File: src/rtl/iomem_pkg.sv
`default_nettype none
// ============================================================================
// Module   : iomem_pkg
// Brief    : Shared types and constants for the iomem bridge and its timer.
// Revision : 1.0 - initial release
// ============================================================================
package iomem_pkg;

  // Bridge control states
  typedef enum logic [1:0] {
    ST_IDLE     = 2'd0,
    ST_RAM_WAIT = 2'd1,
    ST_RESP     = 2'd2
  } state_t;

  // Byte offsets of the timer registers inside the 16-byte window
  localparam logic [3:0] c_off_mtime_lo    = 4'h0;
  localparam logic [3:0] c_off_mtime_hi    = 4'h4;
  localparam logic [3:0] c_off_mtimecmp_lo = 4'h8;
  localparam logic [3:0] c_off_mtimecmp_hi = 4'hC;

  // Data returned for accesses that hit no target
  localparam logic [31:0] c_unmapped_rdata = 32'h0000_0000;

  // Replace the bytes of old_w selected by strb with the bytes of new_w
  function automatic logic [31:0] merge_bytes(input logic [31:0] old_w,
                                              input logic [31:0] new_w,
                                              input logic [3:0]  strb);
    logic [31:0] res;
    res = old_w;
    for (int i = 0; i < 4; i++) begin
      if (strb[i]) res[8*i +: 8] = new_w[8*i +: 8];
    end
    return res;
  endfunction

endpackage
`default_nettype wire

File: src/rtl/iomem_mtimer.sv
`default_nettype none
// ============================================================================
// Module   : iomem_mtimer
// Brief    : Machine timer: prescaled 64-bit mtime, mtimecmp, byte-merge
//            register writes and a registered compare interrupt.
// Revision : 1.0 - initial release
// ============================================================================
module iomem_mtimer
  import iomem_pkg::*;
#(
  parameter int PRESCALE = 1
) (
  input  logic        clk_i,
  input  logic        rst_ni,
  input  logic        wr_en,
  input  logic [3:0]  wr_off,
  input  logic [3:0]  wr_strb,
  input  logic [31:0] wr_data,
  output logic [31:0] rd_data,
  output logic        timer_irq_o
);

  localparam int PW = (PRESCALE > 1) ? $clog2(PRESCALE) : 1;
  localparam logic [PW-1:0] c_presc_reload = PW'(PRESCALE - 1);

  logic [PW-1:0] r_presc;
  logic [63:0]   r_mtime;
  logic [63:0]   r_mtimecmp;
  logic          r_irq;
  logic          w_tick;
  logic [63:0]   w_mtime_nxt;
  logic [63:0]   w_cmp_nxt;

  assign w_tick      = (r_presc == '0);
  assign timer_irq_o = r_irq;

  // Next timer state: tick increment first, then software bytes override it
  always_comb begin
    w_mtime_nxt = w_tick ? (r_mtime + 64'd1) : r_mtime;
    w_cmp_nxt   = r_mtimecmp;
    if (wr_en) begin
      case (wr_off)
        c_off_mtime_lo:    w_mtime_nxt[31:0]  = merge_bytes(w_mtime_nxt[31:0],  wr_data, wr_strb);
        c_off_mtime_hi:    w_mtime_nxt[63:32] = merge_bytes(w_mtime_nxt[63:32], wr_data, wr_strb);
        c_off_mtimecmp_lo: w_cmp_nxt[31:0]    = merge_bytes(r_mtimecmp[31:0],   wr_data, wr_strb);
        c_off_mtimecmp_hi: w_cmp_nxt[63:32]   = merge_bytes(r_mtimecmp[63:32],  wr_data, wr_strb);
        default: ;
      endcase
    end
  end

  // Register read mux on the current (pre-update) values
  always_comb begin
    rd_data = c_unmapped_rdata;
    case (wr_off)
      c_off_mtime_lo:    rd_data = r_mtime[31:0];
      c_off_mtime_hi:    rd_data = r_mtime[63:32];
      c_off_mtimecmp_lo: rd_data = r_mtimecmp[31:0];
      c_off_mtimecmp_hi: rd_data = r_mtimecmp[63:32];
      default:           rd_data = c_unmapped_rdata;
    endcase
  end

  // Prescaler, counters and the compare flag, one cycle behind the registers
  always_ff @(posedge clk_i or negedge rst_ni) begin
    if (!rst_ni) begin
      r_presc    <= '0;
      r_mtime    <= 64'd0;
      r_mtimecmp <= '1;
      r_irq      <= 1'b0;
    end else begin
      r_presc    <= w_tick ? c_presc_reload : (r_presc - 1'b1);
      r_mtime    <= w_mtime_nxt;
      r_mtimecmp <= w_cmp_nxt;
      r_irq      <= (r_mtime >= r_mtimecmp);
    end
  end

endmodule
`default_nettype wire

File: src/rtl/iomem_bridge.sv
`default_nettype none
// ============================================================================
// Module   : iomem_bridge
// Brief    : iomem bus responder decoding RAM window, machine timer and
//            unmapped space; every request ends in a one-cycle ready pulse.
// Revision : 1.0 - initial release
// ============================================================================
module iomem_bridge
  import iomem_pkg::*;
#(
  parameter logic [31:0] RAM_BASE    = 32'h4000_0000,
  parameter logic [31:0] RAM_MASK    = 32'h000F_FFFF,
  parameter int          RAM_LATENCY = 16,
  parameter logic [31:0] TIMER_BASE  = 32'h3000_0000,
  parameter int          PRESCALE    = 1,
  parameter int          MEM_AW      = 17
) (
  input  logic              clk_i,
  input  logic              rst_ni,
  input  logic              iomem_valid,
  input  logic [3:0]        iomem_wstrb,
  input  logic [31:0]       iomem_addr,
  input  logic [31:0]       iomem_wdata,
  output logic              iomem_ready,
  output logic [31:0]       iomem_rdata,
  output logic [MEM_AW-1:0] mem_addr_o,
  output logic [31:0]       mem_wdata_o,
  output logic [3:0]        mem_wstrb_o,
  output logic              mem_rd_en_o,
  input  logic [31:0]       mem_rdata_i,
  output logic              timer_irq_o,
  output logic              bus_err_o
);

  // The issue cycle and the capture cycle are both inside the latency budget
  localparam logic [7:0] c_lat_load = 8'(RAM_LATENCY - 2);

  state_t      r_state;
  logic [7:0]  r_lat_cnt;
  logic        r_ready;
  logic        r_err;
  logic [31:0] r_rdata;
  logic        w_ram_hit;
  logic        w_tmr_hit;
  logic        w_tmr_we;
  logic [3:0]  w_tmr_off;
  logic [31:0] w_tmr_rdata;

  assign w_ram_hit = ((iomem_addr & ~RAM_MASK) == RAM_BASE);
  assign w_tmr_hit = ((iomem_addr & ~32'h0000_000F) == TIMER_BASE);
  assign w_tmr_off = {iomem_addr[3:2], 2'b00};
  // Timer writes land at the end of the acceptance cycle
  assign w_tmr_we  = (r_state == ST_IDLE) && iomem_valid && !w_ram_hit &&
                     w_tmr_hit && (iomem_wstrb != 4'b0000);

  assign iomem_ready = r_ready;
  assign iomem_rdata = r_rdata;
  assign bus_err_o   = r_err;

  iomem_mtimer #(
    .PRESCALE (PRESCALE)
  ) u_mtimer (
    .clk_i       (clk_i),
    .rst_ni      (rst_ni),
    .wr_en       (w_tmr_we),
    .wr_off      (w_tmr_off),
    .wr_strb     (iomem_wstrb),
    .wr_data     (iomem_wdata),
    .rd_data     (w_tmr_rdata),
    .timer_irq_o (timer_irq_o)
  );

  // Request FSM with registered RAM issue strobes, ready, error and read data
  always_ff @(posedge clk_i or negedge rst_ni) begin
    if (!rst_ni) begin
      r_state     <= ST_IDLE;
      r_lat_cnt   <= 8'd0;
      r_ready     <= 1'b0;
      r_err       <= 1'b0;
      r_rdata     <= 32'd0;
      mem_addr_o  <= '0;
      mem_wdata_o <= 32'd0;
      mem_wstrb_o <= 4'b0000;
      mem_rd_en_o <= 1'b0;
    end else begin
      mem_wstrb_o <= 4'b0000;
      mem_rd_en_o <= 1'b0;
      r_ready     <= 1'b0;
      r_err       <= 1'b0;
      case (r_state)
        ST_IDLE: begin
          if (iomem_valid) begin
            if (w_ram_hit) begin
              mem_addr_o  <= iomem_addr[MEM_AW+1:2];
              mem_wdata_o <= iomem_wdata;
              mem_wstrb_o <= iomem_wstrb;
              mem_rd_en_o <= (iomem_wstrb == 4'b0000);
              r_lat_cnt   <= c_lat_load;
              r_state     <= ST_RAM_WAIT;
            end else if (w_tmr_hit) begin
              r_rdata <= w_tmr_rdata;
              r_ready <= 1'b1;
              r_state <= ST_RESP;
            end else begin
              r_rdata <= c_unmapped_rdata;
              r_err   <= 1'b1;
              r_ready <= 1'b1;
              r_state <= ST_RESP;
            end
          end
        end
        ST_RAM_WAIT: begin
          if (r_lat_cnt == 8'd0) begin
            r_rdata <= mem_rdata_i;
            r_ready <= 1'b1;
            r_state <= ST_RESP;
          end else begin
            r_lat_cnt <= r_lat_cnt - 8'd1;
          end
        end
        ST_RESP: r_state <= ST_IDLE;
        default: r_state <= ST_IDLE;
      endcase
    end
  end

endmodule
`default_nettype wire

File: config.mk
export PLATFORM = sky130hd
export DESIGN_NAME = iomem_bridge
export DESIGN_NICKNAME = d
export VERILOG_FILES = /design/src/rtl/iomem_pkg.sv /design/src/rtl/iomem_mtimer.sv /design/src/rtl/iomem_bridge.sv
export SDC_FILE = /design/constraint.sdc
export NUM_CORES = 1
export LEC_CHECK = 0
export ABC_AREA = 0
export BUFFER_PORTS_ARGS = -buffer_cell sky130_fd_sc_hd__buf_2
export CAP_MARGIN = 20
export CORE_MARGIN = 5
export CORE_UTILIZATION = 50
export CTS_CLUSTER_DIAMETER = 40
export CTS_CLUSTER_SIZE = 24
export DETAILED_ROUTE_END_ITERATION = 6
export GPL_TIMING_DRIVEN = 1
export PLACE_DENSITY = 0.71
export SLEW_MARGIN = 15
export SYNTH_ARGS = -nofsm -noshare
export SYNTH_HDL_FRONTEND = slang
export SYNTH_SLANG_ARGS = --single-unit
File: constraint.sdc
create_clock -name clk_i -period 2.8 [get_ports clk_i]
set_clock_uncertainty 0.15 [all_clocks]
set_input_delay 0.28 -clock clk_i [delete_from_list [all_inputs] [get_ports clk_i]]
set_output_delay 0.28 -clock clk_i [all_outputs]
set_load 0.01 [all_outputs]
==> impl_metrics.ini <==
[global_routing]
globalRouteOverflowTotal = 0
grt_pass1_wl_mm = 55.0
grt_usage_pct = 23.8
grt_max_degree = 94
grt_pass1_vias = 10300
antenna_found_initial = 0

[power]
power.density_nw_per_um2 = 530
peakVddDrop_mv = 0.440
comb_power_share_pct = 4.9
p_total_uw = 8860
p_leak_uw = 0.00816
p_sw_share_pct = 22.2
p_switching_uw = 1970
seq_power_share_pct = 37.3
p_int_uw = 6880
p_clk_share_pct = 57.8

[layout]
finalNonFillerCells = 1741
fin_nets = 1549
synthToLayoutAreaGrowth_pct = 31.2
mostFrequentLayoutCell = mux2_2
fillCellCount = 1871
drive_gt1_share_pct = 46.0
final_util_pct = 66.5
mostFrequentLayoutCells = 201 x mux2_2, 188 x buf_2, 163 x dfrtp_1, 85 x inv_1, 80 x dlygate4sd3_1

[floorplanning]
dieArea_um2 = 28700
die_h_um = 170
start_util_pct = 50.7
die-width_um = 170
num_rows = 58
coreArea_um2 = 25100
io_pins = 192

[sta]
fmax_mhz = 369
maxSlewHeadroom_pct = 49.7
drv_slew = 0
worst_pin_slew_ns = 0.754
timing.final.crit_share_pct = 96.7
finalHoldViolCount = 0
setup_tns_ns = 0
rsz0062_at_grt = false
period_needed_ns = 2.71
setup_viol = 0
whs_ns = 0.0146

[drt]
top_layer_used = met4
wl_met3_mm = 1.77
drc = 0
wirelength_mm = 34.1
antenna_left = 0
drt-wirelength-per-cell_um = 19.6
drtIter0Drc = 543
vias = 9652
avgViaCountPerCell = 5.54
met2_length_mm = 16.6
drt-met1-wl_mm = 14.9
drt_pass1_iterations = 7

[yosys]
netlist_instances = 1046
avgSynthCellArea_um2 = 12.2
synth_top_family_by_area = multiplexers
synth.mux.area_fraction_pct = 24.1
synth_xor_area_share_pct = 4.61
yosysSeqAreaShare_pct = 45.3
ys_seq_elements = 227
synth_nets = 1215
synth-compound-area-share_pct = 5.07
ys.flop_type = dfrtp_1
ys_types = 51
yosys_warnings = 0
syn_area_um2 = 12700
synth-async-reset-ratio_pct = 100
yosys.area_share.adder_pct = 6.49
synthSimpleGateAreaFrac_pct = 10.6
synth_edf_count = 0

[critical_path]
cp-end-kind = register
critPathArrivalTime_ns = 2.99
crit_path_max_fanout = 8
worstSetupStartpointType = primary input
crit_required_ns = 3.08
worstSetupPathType = in -> reg

[flow_run]
maxCapViolCount = 0

[hold_path]
hold_path.class = in -> reg

[placed_design]
globalplace.congestion = 0.854
portBuffers = 189
dp_hpwl_mm = 24.3
dp_cells = 1587

[clock_tree]
htree_levels = 2
clk_latency_ns = 0.52
cts_buffers = 38
path_clk_slew_ns = 0.05
cts_buffer_depth = 3
ctsRootBufferMaster = clkbuf_16
cts_sinks = 227
cts_tree = done

[outcome]
status = finished clean
## metrics by stage
stage / cell area [um^2] / worst slack [ns]
finish: 16700 / 0.0920
global route: 16700 / 0.00193
CTS: 16700 / 0.0642
detailed placement: 14400 / 0.0505
global placement: 14400 / 0.0548
floorplan: 12700 / 0.227
## registers in the layout, indices dropped and copies added, names as in the netlist
name and count:
bus_err_o 1, iomem_rdata 32, iomem_ready 1, mem_addr_o 17
mem_rd_en_o 1, mem_wdata_o 32, mem_wstrb_o 4, r_lat_cnt 8
r_state 2, u_mtimer.r_mtime 64, u_mtimer.r_mtimecmp 64, u_mtimer.timer_irq_o 1
## worst paths after layout
| path | from | to | slack, ns | cells after the start |
|---|---|---|---|---|
| max | iomem_addr[4] | u_mtimer.r_mtimecmp[41] | 0.09 | 9 |
| min | mem_rdata_i[25] | iomem_rdata[25] | 0.01 | 3 |
| max reg2reg | r_lat_cnt[0] | iomem_rdata[13] | 0.13 | 9 |
| min reg2reg | iomem_rdata[9] | iomem_rdata[9] | 0.35 | 1 |
| max in group asynchronous | rst_ni | u_mtimer.r_mtimecmp[35] | 1.44 | 3 |
| min in group asynchronous | rst_ni | mem_wdata_o[12] | 0.23 | 2 |
## metal layers
metal / global-route usage [%] / vias to the layer above
met5: 0 / -
met4: 7.39 / 0
met3: 3.52 / 64
met2: 39.4 / 238
met1: 32.8 / 4849
li1: - / 4501
## layout make-up
type	count	area, um^2	area share, %
timing repair buffer	330	2280	13.7
tap	330	413	2.47
inverter	85	319	1.91
antenna	1	2.50	0.0150
clock buffer	47	1100	6.58
sequential	227	5760	34.5
multi-input combinational	698	6490	38.9
clock inverter	23	329	1.97
## cell families (layout without fill, tap and decap cells)
logic type / after synthesis / count (layout)
xor+xnor: 67 / 67
other cells: 0 / 1
flops: 227 / 227
mux: 241 / 241
fa+ha+maj: 66 / 66
compound gates: 90 / 90
simple gates: 234 / 234
buf+inv: 121 / 485
## power groups by stage
stage,sequential (uW),combinational [uW],clock [uW]
6_report,3300,430,5120
3_5_place_dp,3360,341,0
4_1_cts,3300,429,5200
3_3_place_gp,3360,337,0
5_1_grt,3300,469,5370
2_1_floorplan,3360,114,0
## synthesized netlist by cell type (all sizes together), types with 10 or more instances
master	n	share of area [%]
nand3	30	1.3
a22o	32	2.2
and3	10	0.49
xnor2	39	2.7
xor2	28	1.9
nand2	54	1.8
ha	66	6.5
mux2	206	18
nand4	29	1.4
clkbuf	17	0.50
dfrtp	163	32
a21o	13	0.77
inv	85	2.5
dfstp	64	13
nor2	27	0.80
buf	19	0.77
nor4	24	1.9
mux4	32	5.7
a21oi	22	0.87
nor3	32	1.3
## worst max-delay path, cell delays in order
cell and delay (ns):
dlygate4sd3_1 0.55, buf_2 0.14, nor4_1 0.31, nand2_1 0.11, or4_4 0.62, nor4_4 0.27, buf_4 0.17, nand2_2 0.18
mux2_1 0.37
## repair_timing
item,in CTS,in global routing
hold endpoints to repair,271,0
hold buffers,80,0
setup endpoints to repair,0,44
gates resized for setup,0,2
setup buffers,0,3
Note: power is estimated with default switching activity, not from simulation.
